$ cat config.mk
export PLATFORM = sky130hd
export DESIGN_NAME = kernel_row_scheduler
export DESIGN_NICKNAME = d
export VERILOG_FILES = /design/src/rtl/kernel_sched_pkg.sv /design/src/rtl/kernel_flush_gen.sv /design/src/rtl/kernel_row_scheduler.sv
export SDC_FILE = /design/constraint.sdc
export NUM_CORES = 1
export LEC_CHECK = 0
export ABC_AREA = 1
export ABC_CLOCK_PERIOD_IN_PS = 3300
export CORE_ASPECT_RATIO = 0.75
export CORE_MARGIN = 2
export CORE_UTILIZATION = 42
export DETAILED_ROUTE_END_ITERATION = 12
export GPL_ROUTABILITY_DRIVEN = 0
export GPL_TIMING_DRIVEN = 0
export PLACE_DENSITY = 0.58
export SYNTH_ARGS = -nofsm -noshare
export SYNTH_HDL_FRONTEND = slang
export SYNTH_SLANG_ARGS = --single-unit
$ cat constraint.sdc
create_clock -name clk -period 3.3 [get_ports clk]
set_input_delay 0.825 -clock clk [delete_from_list [all_inputs] [get_ports clk]]
set_output_delay 0.825 -clock clk [all_outputs]
set_load 0.02 [all_outputs]
$ cat src/rtl/kernel_sched_pkg.sv
// Shared definitions for the kernel row scheduler: dtype codes, scheduler
// and flush-generator state encodings, and width/geometry helpers.
package kernel_sched_pkg;

   // Stream dtype codes. Marker beats use exact codes. Any code with a bit
   // inside DTYPE_PIXEL_MASK is a pixel.
   localparam int DTYPE_WIDTH = 8;
   localparam logic [DTYPE_WIDTH-1:0] DTYPE_FRAME_START = 8'h01;
   localparam logic [DTYPE_WIDTH-1:0] DTYPE_FRAME_END   = 8'h02;
   localparam logic [DTYPE_WIDTH-1:0] DTYPE_ROW_START   = 8'h04;
   localparam logic [DTYPE_WIDTH-1:0] DTYPE_ROW_END     = 8'h08;
   localparam logic [DTYPE_WIDTH-1:0] DTYPE_PIXEL       = 8'h10;
   localparam logic [DTYPE_WIDTH-1:0] DTYPE_PIXEL_MASK  = 8'hF0;

   typedef enum logic [1:0] {
      ST_IDLE  = 2'd0,
      ST_FILL  = 2'd1,
      ST_RUN   = 2'd2,
      ST_FLUSH = 2'd3
   } sched_state_t;

   typedef enum logic [2:0] {
      FG_IDLE      = 3'd0,
      FG_ROW_START = 3'd1,
      FG_PIX       = 3'd2,
      FG_ROW_END   = 3'd3,
      FG_FRAME_END = 3'd4
   } flush_phase_t;

   // Rows of fill before steady state, and rows of flush after frame end.
   function automatic int half_of(input int kernel_size);
      return kernel_size / 2;
   endfunction

   // Width of a counter that must hold 0..max_val inclusive.
   function automatic int cnt_w(input int max_val);
      return $clog2(max_val + 1);
   endfunction

endpackage

$ cat src/rtl/kernel_flush_gen.sv
// Flush beat generator: after start, emits HALF synthetic rows of
// ROW_START, row_len x FLUSH_DTYPE, ROW_END, then a single FRAME_END.
// The current beat is presented combinationally from the phase register.
// It advances only in a cycle where ready is high. done pulses in the
// cycle the FRAME_END beat is accepted.
module kernel_flush_gen
   import kernel_sched_pkg::*;
#(
   parameter int                     HALF        = 1,
   parameter int                     COL_W       = 11,
   parameter logic [DTYPE_WIDTH-1:0] FLUSH_DTYPE = DTYPE_PIXEL
)(
   input  logic                   clk,
   input  logic                   resetb,
   input  logic                   clear,
   input  logic                   start,
   input  logic [COL_W-1:0]       row_len,
   input  logic                   ready,
   output logic [DTYPE_WIDTH-1:0] beat_dtype,
   output logic                   beat_pix,
   output logic                   done
);

   localparam int RW = cnt_w(HALF);
   localparam logic [RW-1:0] ROW_LAST = RW'(HALF - 1);

   flush_phase_t     phase;
   logic [COL_W-1:0] col_idx;
   logic [COL_W-1:0] len_q;
   logic [RW-1:0]    row_idx;

   // Beat sequencer: walks rows and columns, one step per accepted beat.
   always_ff @(posedge clk or negedge resetb) begin
      if (!resetb) begin
         phase   <= FG_IDLE;
         col_idx <= '0;
         row_idx <= '0;
         len_q   <= '0;
      end else if (clear) begin
         phase   <= FG_IDLE;
         col_idx <= '0;
         row_idx <= '0;
         len_q   <= '0;
      end else if (start) begin
         phase   <= FG_ROW_START;
         col_idx <= '0;
         row_idx <= '0;
         len_q   <= row_len;
      end else if (ready) begin
         case (phase)
            FG_ROW_START: begin
               col_idx <= '0;
               phase   <= (len_q == '0) ? FG_ROW_END : FG_PIX;
            end
            FG_PIX: begin
               if (col_idx == len_q - COL_W'(1)) phase <= FG_ROW_END;
               else col_idx <= col_idx + COL_W'(1);
            end
            FG_ROW_END: begin
               if (row_idx == ROW_LAST) begin
                  phase <= FG_FRAME_END;
               end else begin
                  row_idx <= row_idx + RW'(1);
                  phase   <= FG_ROW_START;
               end
            end
            FG_FRAME_END: phase <= FG_IDLE;
            default:      phase <= FG_IDLE;
         endcase
      end
   end

   // Present the dtype of the beat waiting to be accepted.
   always_comb begin
      beat_dtype = '0;
      case (phase)
         FG_ROW_START: beat_dtype = DTYPE_ROW_START;
         FG_PIX:       beat_dtype = FLUSH_DTYPE;
         FG_ROW_END:   beat_dtype = DTYPE_ROW_END;
         FG_FRAME_END: beat_dtype = DTYPE_FRAME_END;
         default:      beat_dtype = '0;
      endcase
   end

   assign beat_pix = (phase == FG_PIX);
   assign done     = ready && (phase == FG_FRAME_END);

endmodule

$ cat src/rtl/kernel_row_scheduler.sv
// Kernel row scheduler: tracks rows/columns of one pixel stream. It drives
// the row delay buffer write/read/enable strobes. At frame end it drains the
// last KERNEL_SIZE/2 rows through kernel_flush_gen and then releases the
// held FRAME_END.
// Optional build macro KERNEL_ROW_LEN_CHECK_EN: rows after the first are
// checked against the first row's length. row_len then keeps the first
// row's value. Without it, row_len follows the most recent row.
//
// Output handshake: outside FLUSH, dvo/dtypeo are the input beat delayed one
// cycle and are never back-pressured. In FLUSH (flush_sel=1), dvo mirrors
// flush_ready and dtypeo shows the pending flush beat. A flush beat is
// consumed on the rising edge where flush_ready is high, and the next beat
// appears after that edge.
module kernel_row_scheduler
   import kernel_sched_pkg::*;
#(
   parameter int                     KERNEL_SIZE = 3,
   parameter int                     MAX_COLS    = 1288,
   parameter int                     MAX_ROWS    = 1024,
   parameter int                     RD_DELAY    = 2,
   parameter logic [DTYPE_WIDTH-1:0] FLUSH_DTYPE = DTYPE_PIXEL
)(
   input  logic                          clk,
   input  logic                          resetb,
   input  logic                          enable,
   input  logic                          dvi,
   input  logic [DTYPE_WIDTH-1:0]        dtypei,
   input  logic                          flush_ready,
   output logic                          dvo,
   output logic [DTYPE_WIDTH-1:0]        dtypeo,
   output logic                          flush_sel,
   output logic                          buf_we,
   output logic                          buf_re,
   output logic                          buf_enable,
   output logic [cnt_w(MAX_COLS)-1:0]    row_len,
   output logic                          busy,
   output logic                          err,
   output logic [1:0]                    state_dbg
);

   localparam int HALF  = half_of(KERNEL_SIZE);
   localparam int COL_W = cnt_w(MAX_COLS);
   localparam int ROW_W = cnt_w(MAX_ROWS);
   localparam logic [COL_W-1:0] COL_MAX       = COL_W'(MAX_COLS);
   localparam logic [ROW_W-1:0] ROW_MAX       = ROW_W'(MAX_ROWS);
   localparam logic [ROW_W-1:0] ROW_FILL_LAST = ROW_W'(HALF - 1);

   sched_state_t            state;
   logic                    dvo_q;
   logic [DTYPE_WIDTH-1:0]  dtypeo_q;
   logic [COL_W-1:0]        col_cnt;
   logic [ROW_W-1:0]        row_cnt;
   logic [RD_DELAY-1:0]     rd_sr;

   logic is_fs, is_fe, is_rs, is_re, pix;
   logic fg_start, fg_clear, fg_pix, fg_done, rd_in;
   logic [DTYPE_WIDTH-1:0] fg_dtype;

   assign is_fs = dvi && (dtypei == DTYPE_FRAME_START);
   assign is_fe = dvi && (dtypei == DTYPE_FRAME_END);
   assign is_rs = dvi && (dtypei == DTYPE_ROW_START);
   assign is_re = dvi && (dtypei == DTYPE_ROW_END);
   assign pix   = dvi && |(dtypei & DTYPE_PIXEL_MASK);

   // A FRAME_START while flushing abandons the flush for the new frame.
   assign fg_start = (state == ST_RUN) && is_fe;
   assign fg_clear = !enable || ((state == ST_FLUSH) && is_fs);

   kernel_flush_gen #(
      .HALF        (HALF),
      .COL_W       (COL_W),
      .FLUSH_DTYPE (FLUSH_DTYPE)
   ) u_flush_gen (
      .clk        (clk),
      .resetb     (resetb),
      .clear      (fg_clear),
      .start      (fg_start),
      .row_len    (row_len),
      .ready      (flush_ready),
      .beat_dtype (fg_dtype),
      .beat_pix   (fg_pix),
      .done       (fg_done)
   );

   // Scheduler FSM, row/column bookkeeping and registered stream outputs.
   always_ff @(posedge clk or negedge resetb) begin
      if (!resetb) begin
         state      <= ST_IDLE;
         dvo_q      <= 1'b0;
         dtypeo_q   <= '0;
         buf_we     <= 1'b0;
         buf_enable <= 1'b0;
         col_cnt    <= '0;
         row_cnt    <= '0;
         row_len    <= '0;
         err        <= 1'b0;
      end else if (!enable) begin
         state      <= ST_IDLE;
         dvo_q      <= 1'b0;
         dtypeo_q   <= '0;
         buf_we     <= 1'b0;
         buf_enable <= 1'b0;
         col_cnt    <= '0;
         row_cnt    <= '0;
         row_len    <= '0;
         err        <= 1'b0;
      end else begin
         buf_we     <= pix && ((state == ST_FILL) || (state == ST_RUN));
         // Pointers are cleared for the FRAME_START cycle of every new frame.
         buf_enable <= (state != ST_IDLE) && !is_fs;
         dtypeo_q   <= dtypei;
         case (state)
            ST_IDLE: begin
               dvo_q <= dvi && !is_fe;
               if (is_fs) begin
                  state   <= ST_FILL;
                  col_cnt <= '0;
                  row_cnt <= '0;
               end
            end
            ST_FILL, ST_RUN: begin
               // FRAME_END is held back in RUN and re-emitted after the flush.
               dvo_q <= dvi && !(is_fe && (state == ST_RUN));
               if (is_rs) col_cnt <= '0;
               if (pix) begin
                  if (col_cnt == COL_MAX) err <= 1'b1;
                  else col_cnt <= col_cnt + COL_W'(1);
               end
               if (is_re) begin
`ifdef KERNEL_ROW_LEN_CHECK_EN
                  if (row_cnt == '0) row_len <= col_cnt;
                  else if (col_cnt != row_len) err <= 1'b1;
`else
                  row_len <= col_cnt;
`endif
                  if (row_cnt != ROW_MAX) row_cnt <= row_cnt + ROW_W'(1);
                  if ((state == ST_FILL) && (row_cnt == ROW_FILL_LAST)) state <= ST_RUN;
               end
               if (is_fe) begin
                  if (state == ST_FILL) begin
                     // Too few rows to flush: forward FRAME_END directly.
                     err   <= 1'b1;
                     state <= ST_IDLE;
                  end else begin
                     state <= ST_FLUSH;
                  end
               end
               if (is_fs) begin
                  state   <= ST_FILL;
                  col_cnt <= '0;
                  row_cnt <= '0;
               end
            end
            ST_FLUSH: begin
               dvo_q <= 1'b0;
               if (dvi) err <= 1'b1;
               if (is_fs) begin
                  dvo_q   <= 1'b1;
                  state   <= ST_FILL;
                  col_cnt <= '0;
                  row_cnt <= '0;
               end else if (fg_done) begin
                  state <= ST_IDLE;
               end
            end
            default: state <= ST_IDLE;
         endcase
      end
   end

   // Read strobes for RUN pixels and accepted flush pixels.
   assign rd_in = (pix && (state == ST_RUN)) ||
                  ((state == ST_FLUSH) && flush_ready && fg_pix && !is_fs);

   // Read delay line: pending reads survive state changes and drain out.
   always_ff @(posedge clk or negedge resetb) begin
      if (!resetb) rd_sr <= '0;
      else if (!enable) rd_sr <= '0;
      else rd_sr <= (rd_sr << 1) | RD_DELAY'(rd_in);
   end

   assign buf_re    = rd_sr[RD_DELAY-1];
   assign flush_sel = (state == ST_FLUSH);
   assign busy      = (state == ST_FLUSH);
   assign dvo       = flush_sel ? flush_ready : dvo_q;
   assign dtypeo    = flush_sel ? fg_dtype : dtypeo_q;
   assign state_dbg = state;

endmodule

Yosys cells after proc, flatten, opt, wreduce, memory -nomap -nowiden:

Cells that the tools add are included.

* register bits: 75
* input bits: 13
* output and inout bits: 28
* logic and storage cells: 150

* add/sub/neg operators: 5
* equality and inequality tests: 27
* mux-type cells: 61
* bitwise gates (word level): 1
* reduce and logical (&&, ||, !) cells: 42

Operator list (number)
* $mux 11: 19
* $pmux 11 s2: 3
* $add 11x1->11 const B: 3
* $logic_not 11->1: 2
* $mux 2: 10
* $pmux 5 s4: 1
* $logic_and 1x1->1: 17
* $mux 1: 17
* $mux 8: 2
* $mux 3: 5
* $ne 4x4->1 const B: 3
* $eq 11x11->1: 1
* $eq 11x11->1 const B: 1
* $ne 11x11->1 const B: 1
* $sub 11x1->11 const B: 1
* $ne 5x5->1 const B: 2
* $pmux 3 s3: 1
* $eq 8x1->1 const B: 1
* $eq 8x2->1 const B: 1
* $eq 8x3->1 const B: 1
* $eq 8x4->1 const B: 1
* $reduce_and 2->1: 4
* $eq 3x2->1 const B: 2
* $ne 3x3->1 const B: 2
* other kinds (24): 35

Longest topological paths before layout:

Gate-level depths: netlist (run 1).

* word-level depth: 8
* gate-level depth with buffers: 17
* mapped depth without buffers: 16

By module:

Synthesis (run 1) repeated with hierarchy kept, for this count alone.

* cells, all modules: 693
* area, all modules: 4839.6 µm²

Modules (own cells, without submodules)
* kernel_row_scheduler: times used 1, cells each 418, area an instance 2919.0 µm², sequential area each 1226.2 µm²
* kernel_flush_gen: times used 1, cells each 275, area an instance 1920.6 µm², sequential area each 625.6 µm²

Worst setup path after synthesis (run 1):

Ideal clock, no wire load.

* path kind: flip-flop to output port
* start: register state[1] (netlist: state_dbg[1])
* end: output port dtypeo[2]
* data arrival time: 1.789 ns
* data required time: 2.475 ns
* path slack: 0.686 ns
* cell stages (with the launch flop): 5
* path buffers: 1
* path through: dfrtp_1 ha_1 buf_2 clkinv_1 o21ai_0

* longest elaborated chain between the ends: 2

RTL lines
* from (decl): RTL line kernel_row_scheduler.sv:48 `sched_state_t state;`
* from (signal assigned): RTL line kernel_row_scheduler.sv:88 `state <= ST_IDLE;`
* from (signal assigned): RTL line kernel_row_scheduler.sv:98 `state <= ST_IDLE;`
* from (signal assigned): RTL line kernel_row_scheduler.sv:116 `state <= ST_FILL;`
* $eq 2x2->1
* via busy: RTL line kernel_row_scheduler.sv:36 `output logic busy,`
* $mux 8: RTL line kernel_row_scheduler.sv:186 `assign dtypeo = flush_sel ? fg_dtype : dtypeo_q;`
* to (decl): RTL line kernel_row_scheduler.sv:30 `output logic [DTYPE_WIDTH-1:0] dtypeo,`

The timed path passes the listed nets, and every way through them passes these cells.

Worst setup path after layout (run 1):

* start: input port flush_ready
* end: output port dvo

* longest elaborated chain between the ends: 1

RTL lines
* from (decl): RTL line kernel_row_scheduler.sv:28 `input logic flush_ready,`
* $mux 1: RTL line kernel_row_scheduler.sv:185 `assign dvo = flush_sel ? flush_ready : dvo_q;`
* to (decl): RTL line kernel_row_scheduler.sv:29 `output logic dvo,`

Every way passes these cells.

==> reports/qor.yml, run 1 <==
outcome:
  outcome: "finished, final reports clean"
clock_network:
  cts_buffer_depth: 2
  cts_sinks: 74
  ctsRootBufferMaster: "clkbuf_16"
  path_clk_slew_ns: 0.06
  clk_latency_ns: 0.34
  cts-htree-levels: 3
  cts_setup_buffers: 0
  tritoncts: "built"
  cts_buffers: 9
grt:
  grt_start_max_net_pins: 48
  grt_pass1_vias: 4132
  grt_first_pass_wirelength_mm: 19.9
  overflow: 0
  grt_antenna_before_repair: 0
  grt.total_usage: 0.224
synthesis:
  seq_area_frac_synth: 0.418
  syn_avg_cell_area_sq_um: 7.21
  syn_inst: 614
  yosys_warnings: 0
  syn_area_sq_mm: 0.00443
  yosys_register_bits: 74
  synth_cell_types: 35
  syn_nets: 638
sta:
  finalCritPeriodShare: 0.961
  fin_ws_ns: 0.130
  final-setup-viol-count: 0
  maxSlewHeadroom: 0.498
  rsz0062_at_grt: "no"
  hold_viol: 0
  fin_worst_skew_ns: 0.00645
  slew_violations: 0
  fmaxAchievable_mhz: 315
  worstMarginPinSlew_ns: 0.745
  period_needed_ns: 3.17
  hold_ws_ns: 0.402
floorplan:
  start_util: 0.430
  die_y_microns: 92.9
  die-area_sq_mm: 0.0114
  placementRows: 32
  io_pins: 41
  chipWidth_microns: 123
  core_sq_mm: 0.0103
layout:
  final_cell_mix: "nand2_1, inv_1, dfrtp_1"
  diodes: 0
  drive_gt1_frac: 0.0791
  area_growth_pct: 20.8
  layout_commonest_cell: "nand2_1"
  nFillCells: 1025
  multiInputGateArea_sq_mm: 0.00212
  regArea_sq_mm: 0.00185
  fin_nets: 689
worst_hold_path:
  hp-class: "in2async"
setup_path:
  worstSetupEndpointType: "output pin"
  regToRegStartpoint: "state_dbg[1]"
  cp.arrival_ns: 2.35
  crit_start: "flush_ready"
  startpoint_type: "input pin"
  cp_max_fo: 4
  crit_required_ns: 2.47
  path_class: "in2out"
place:
  portBuffers: 39
  post-dp-hpwl_mm: 8.57
  place_ws_ns: 0.104
drt:
  drc_errors: 0
  drtAntennaViolNets: 0
  wirelength_mm: 11.6
  via_count: 4156
  wl_per_cell_microns: 14.3
  first_pass_iters: 5
  drt_iter0_markers: 260
  vias_per_cell: 5.16
power:
  p_total_uw: 2540
  p_per_area_mw_per_mm2: 475
  irDropWorstVdd_uv: 276
  cellLeakagePower_uw: 0.00251
flow_run:
  drv_cap: 0
==> cell type report <==
class                           instances  area share
Buffer                                 14      0.0157
Clock buffer                           10      0.0428
Clock inverter                          6      0.0169
Inverter                              102      0.0719
Multi-Input combinational cell        424       0.397
Sequential cell                        74       0.346
Tap cell                              136      0.0318
Timing Repair Buffer                   40      0.0777
==> path summary, 6_finish.rpt <==
check	to	slack, ns	cells past startpoint
max	dvo	0.13	4
min	col_cnt[2]	0.40	1
max reg2reg	row_cnt[7]	1.03	10
min reg2reg	rd_sr[1]	0.46	2
max in group asynchronous	u_flush_gen.phase[0]	2.33	2
min in group clk	rd_sr[1]	0.46	2
==> per-layer routing <==
layer  GRT usage  share of wire
met5           0              0
met1       0.311           0.50
met3      0.0603          0.054
met2       0.344           0.44
met4      0.0575          0.011
==> sequential cells by signal, indices dropped and copies added (netlist names) <==
register / flops
row_cnt: 11
dtypeo_q: 8
err: 1
rd_sr: 2
buf_enable: 1
u_flush_gen.phase: 3
u_flush_gen.len_q: 11
buf_we: 1
u_flush_gen.col_idx: 11
dvo_q: 1
row_len: 11
state_dbg: 2
col_cnt: 11
==> per-stage QoR <==
step	util	cell area (sq um)	setup TNS (ns)	std cells
floorplan	-	4430	0	614
global placement	0.485	4990	-97.41	789
detailed placement	0.487	5010	0	790
CTS	0.519	5340	0	806
global route	0.519	5350	0	806
finish	0.519	5350	0	806
==> worst max-delay path, stage by stage <==
cell and delay [ns]:
clkdlybuf4s50_1 0.55, inv_1 0.16, o21ai_0 0.19, clkdlybuf4s50_1 0.63
==> synthesized netlist by cell type <==
cell | count | area share
buf_6 | 1 | 0.0025
nand2_2 | 7 | 0.0099
nand3b_1 | 1 | 0.0017
nor3_1 | 13 | 0.015
nor2_1 | 64 | 0.054
xor2_1 | 6 | 0.012
nand2_1 | 143 | 0.12
nand4_1 | 9 | 0.013
inv_2 | 8 | 0.0068
nor3_2 | 2 | 0.0045
o2111ai_1 | 1 | 0.0020
o21ai_0 | 45 | 0.051
a31oi_1 | 1 | 0.0014
clkinv_1 | 1 | 0.00085
nand3_1 | 56 | 0.063
nand2_4 | 1 | 0.0025
xnor3_1 | 1 | 0.0051
a21oi_1 | 20 | 0.023
clkbuf_1 | 5 | 0.0042
buf_4 | 5 | 0.0085
nor4_1 | 7 | 0.0099
buf_2 | 2 | 0.0023
ha_1 | 11 | 0.031
o31ai_1 | 4 | 0.0068
buf_1 | 1 | 0.00085
o211ai_1 | 2 | 0.0034
xnor2_1 | 3 | 0.0059
o22ai_1 | 17 | 0.024
nand3_2 | 2 | 0.0045
dfrtp_1 | 74 | 0.42
nor2_4 | 1 | 0.0025
o21ai_1 | 3 | 0.0034
nor2_2 | 3 | 0.0042
o21ai_2 | 1 | 0.0020
inv_1 | 93 | 0.079
==> repair_timing <==
item,4_1_cts,5_1_grt
resized for setup,3,2
hold buffers,0,0
endpoints found under the setup margin,3,2
==> power breakdown <==
group | switching, uW | internal (uW) | total, uW
sequential | 38.8 | 945 | 984
clock | 404 | 665 | 1070
combinational | 321 | 164 | 485
==> logic make-up after synthesis <==
| logic type | Yosys count | synth area share |
|---|---|---|
| xor+xnor | 10 | 0.0229 |
| fa+ha+maj | 11 | 0.0311 |
| flops | 74 | 0.418 |
| compound gates | 94 | 0.116 |
| simple gates | 309 | 0.306 |
| buf+inv | 116 | 0.105 |
No activity file was read; power rests on OpenSTA's default activity.
==> run 2, diff against run 1 <==
- ABC_CLOCK_PERIOD_IN_PS: 3300 -> 3600
- CORE_ASPECT_RATIO: 0.75 -> 1.2
- CTS_CLUSTER_SIZE: unset -> 8
- clock period: 3.3 -> 3.6 ns (I/O delays scaled with it)
==> run 2 against run 1 <==
- sequential share of layout area grew 0.37 points
- highest routed layer unchanged
- via count shrank 2.3%
- core utilization decreased by 1.2 points
- clock power fell by 17%
- largest cell class unchanged
==> reports/qor.yml, run 2 (synthesized netlist as in run 1, its figures left out) <==
outcome:
  outcome: "finished, final reports clean"  # unchanged
grt:
  grt_pass1_vias: 3890  # was 4132
  overflow: 0  # unchanged
  grt_start_max_net_pins: 48  # unchanged
  grt_first_pass_wirelength_mm: 18.3  # was 19.9 mm
  grt.total_usage: 0.200  # was 0.224
  grt_antenna_before_repair: 0  # unchanged
sta:
  maxSlewHeadroom: 0.395  # was 0.498
  finalCritPeriodShare: 0.955
  fin_worst_skew_ns: 0.00369  # was 0.00645 ns
  final-setup-viol-count: 0  # unchanged
  worstMarginPinSlew_ns: 0.901  # was 0.745 ns
  rsz0062_at_grt: "no"  # unchanged
  fmaxAchievable_mhz: 291
  hold_viol: 0  # unchanged
  slew_violations: 0  # unchanged
  fin_ws_ns: 0.163  # was 0.130 ns
  period_needed_ns: 3.44
layout:
  design_area_sq_mm: 0.00529  # was 0.00535 sq mm
  nFillCells: 1045  # was 1025
  final_cell_mix: "nand2_1, inv_1, dfrtp_1"  # unchanged
  fin_nets: 689  # unchanged
  diodes: 0  # unchanged
  layout_commonest_cell: "nand2_1"  # unchanged
  fin_util: 0.508  # was 0.519
  area_growth_pct: 19.5  # was 20.8%
  drive_gt1_frac: 0.0717  # was 0.0791
drt:
  vias_per_cell: 5.09  # was 5.16
  first_pass_iters: 5  # unchanged
  wirelength_mm: 10.9  # was 11.6 mm
  top_layer_used: "met4"  # unchanged
  drt_iter0_markers: 207  # was 260
  wl_per_cell_microns: 13.7  # was 14.3 microns
  met1Wirelength_mm: 4.86  # was 5.74 mm
  wl_met3_microns: 318  # was 619 microns
  wl_met2_mm: 5.54  # was 5.07 mm
  drc_errors: 0  # unchanged
  via_count: 4062  # was 4156
  drtAntennaViolNets: 0  # unchanged
clock_network:
  path_clk_slew_ns: 0.05  # was 0.06 ns
  cts_setup_buffers: 0  # unchanged
  cts-htree-levels: 3  # unchanged
  cts_buffers: 9  # unchanged
  cts_resized: 0  # was 3
  cts_sinks: 74  # unchanged
  cts_buffer_depth: 2  # unchanged
  ctsRootBufferMaster: "clkbuf_16"  # unchanged
  clk_latency_ns: 0.34  # about the same
  tritoncts: "built"  # unchanged
  hold_buffers: 0  # unchanged
setup_path:
  regToRegStartpoint: "u_flush_gen.len_q[1]"  # was state_dbg[1]
  worst_r2r_path_depth: 14  # was 10
  crit_start: "state_dbg[1]"  # was flush_ready
  reg2reg_slack_ns: 1.47  # was 1.03 ns
  r2r-end: "u_flush_gen.col_idx[1]"  # was row_cnt[7]
  cp_max_fo: 10  # was 4
  worstSetupEndpointType: "output pin"  # unchanged
  path_class: "reg2out"  # was in2out
  startpoint_type: "flip-flop"  # was input pin
  cp.arrival_ns: 2.54  # was 2.35 ns
  crit_required_ns: 2.70  # was 2.47 ns
worst_hold_path:
  min_to: "rd_sr[1]"
  hp-class: "reg2reg"  # was in2async
  min_from: "rd_sr[0]"
  hold_depth: 2
flow_run:
  drv_cap: 0  # unchanged
power:
  internal_power_uw: 1570  # was 1770 uW
  swShare: 0.294  # was 0.301
  irDropWorstVdd_uv: 234  # was 276 uV
  cellLeakagePower_uw: 0.00250  # was 0.00251 uW
  power.switching_uw: 652  # was 763 uW
  p_total_uw: 2220  # was 2540 uW
  clock_power_share: 0.401  # was 0.421
  power_frac_comb: 0.195  # was 0.191
  p_per_area_mw_per_mm2: 420  # was 475 mW/mm^2
  seqPwrFrac: 0.404  # was 0.388
floorplan:
  chipWidth_microns: 97.7  # was 123 microns
  core_sq_mm: 0.0104  # was 0.0103 sq mm
  die_y_microns: 116  # was 92.9 microns
  die-area_sq_mm: 0.0114  # about the same
  start_util: 0.425  # was 0.430
  io_pins: 41  # unchanged
  placementRows: 41  # was 32
place:
  place_ws_ns: 0.275  # was 0.104 ns
  portBuffers: 39  # unchanged
  dpl_cell_area_sq_mm: 0.00500  # was 0.00501 sq mm
  post-dp-hpwl_mm: 8.36  # was 8.57 mm
-- run 2: worst max-delay path by stage --
stage | to | slack [ns] | cells after the start
CTS | dtypeo[1] | 0.17 | 6
floorplan | dtypeo[2] | 0.91 | 4
detailed placement | dvo | 0.27 | 4
finish | dtypeo[1] | 0.16 | 6
global route | dtypeo[2] | 0.04 | 5
global placement | row_cnt[4] | -1.01 | 1
-- run 2: area by class of cell --
type | instances | area [sq um] | area share
Sequential cell | 74 | 1850 | 0.350
Tap cell | 129 | 161 | 0.0305
Multi-Input combinational cell | 424 | 2110 | 0.399
Clock inverter | 3 | 40.0 | 0.00757
Buffer | 14 | 81.3 | 0.0154
Inverter | 102 | 383 | 0.0724
Timing Repair Buffer | 40 | 415 | 0.0785
Clock buffer | 12 | 246 | 0.0466
-- run 2: stage by stage --
step	hold slack, ns	instances	setup TNS (ns)
3_3_place_gp	0.442	782	-74.34
5_1_grt	0.460	798	0
2_1_floorplan	0.413	614	0
6_report	0.434	798	0
3_5_place_dp	0.424	783	0
4_1_cts	0.437	798	0
-- run 2: critical path: stages, from the launching register on --
cell and delay, ns:
dfrtp_1 0.42, ha_1 0.22, buf_2 0.25, clkinv_1 0.30
a31oi_1 0.38, nor2_1 0.07, clkdlybuf4s50_1 0.55
-- run 2: per-layer routing --
layer  track usage  vias up
met5             0        -
met4        0.0759        0
met3        0.0317       13
met2         0.348       59
met1         0.254     1899
li1              -     2091
-- run 2: power groups by stage --
stage          clock network, uW  logic, uW  registers [uW]
2_1_floorplan                  0        244             924
3_3_place_gp                   0        424             911
3_5_place_dp                   0        431             912
4_1_cts                      908        434             897
5_1_grt                      938        482             902
6_report                     889        432             897
==> run 3, diff against run 2 <==
- CTS_CLUSTER_DIAMETER: unset -> 30
==> results of run 3 <==
Same layout as run 2: the final DEF is identical, and so are final timing and power.
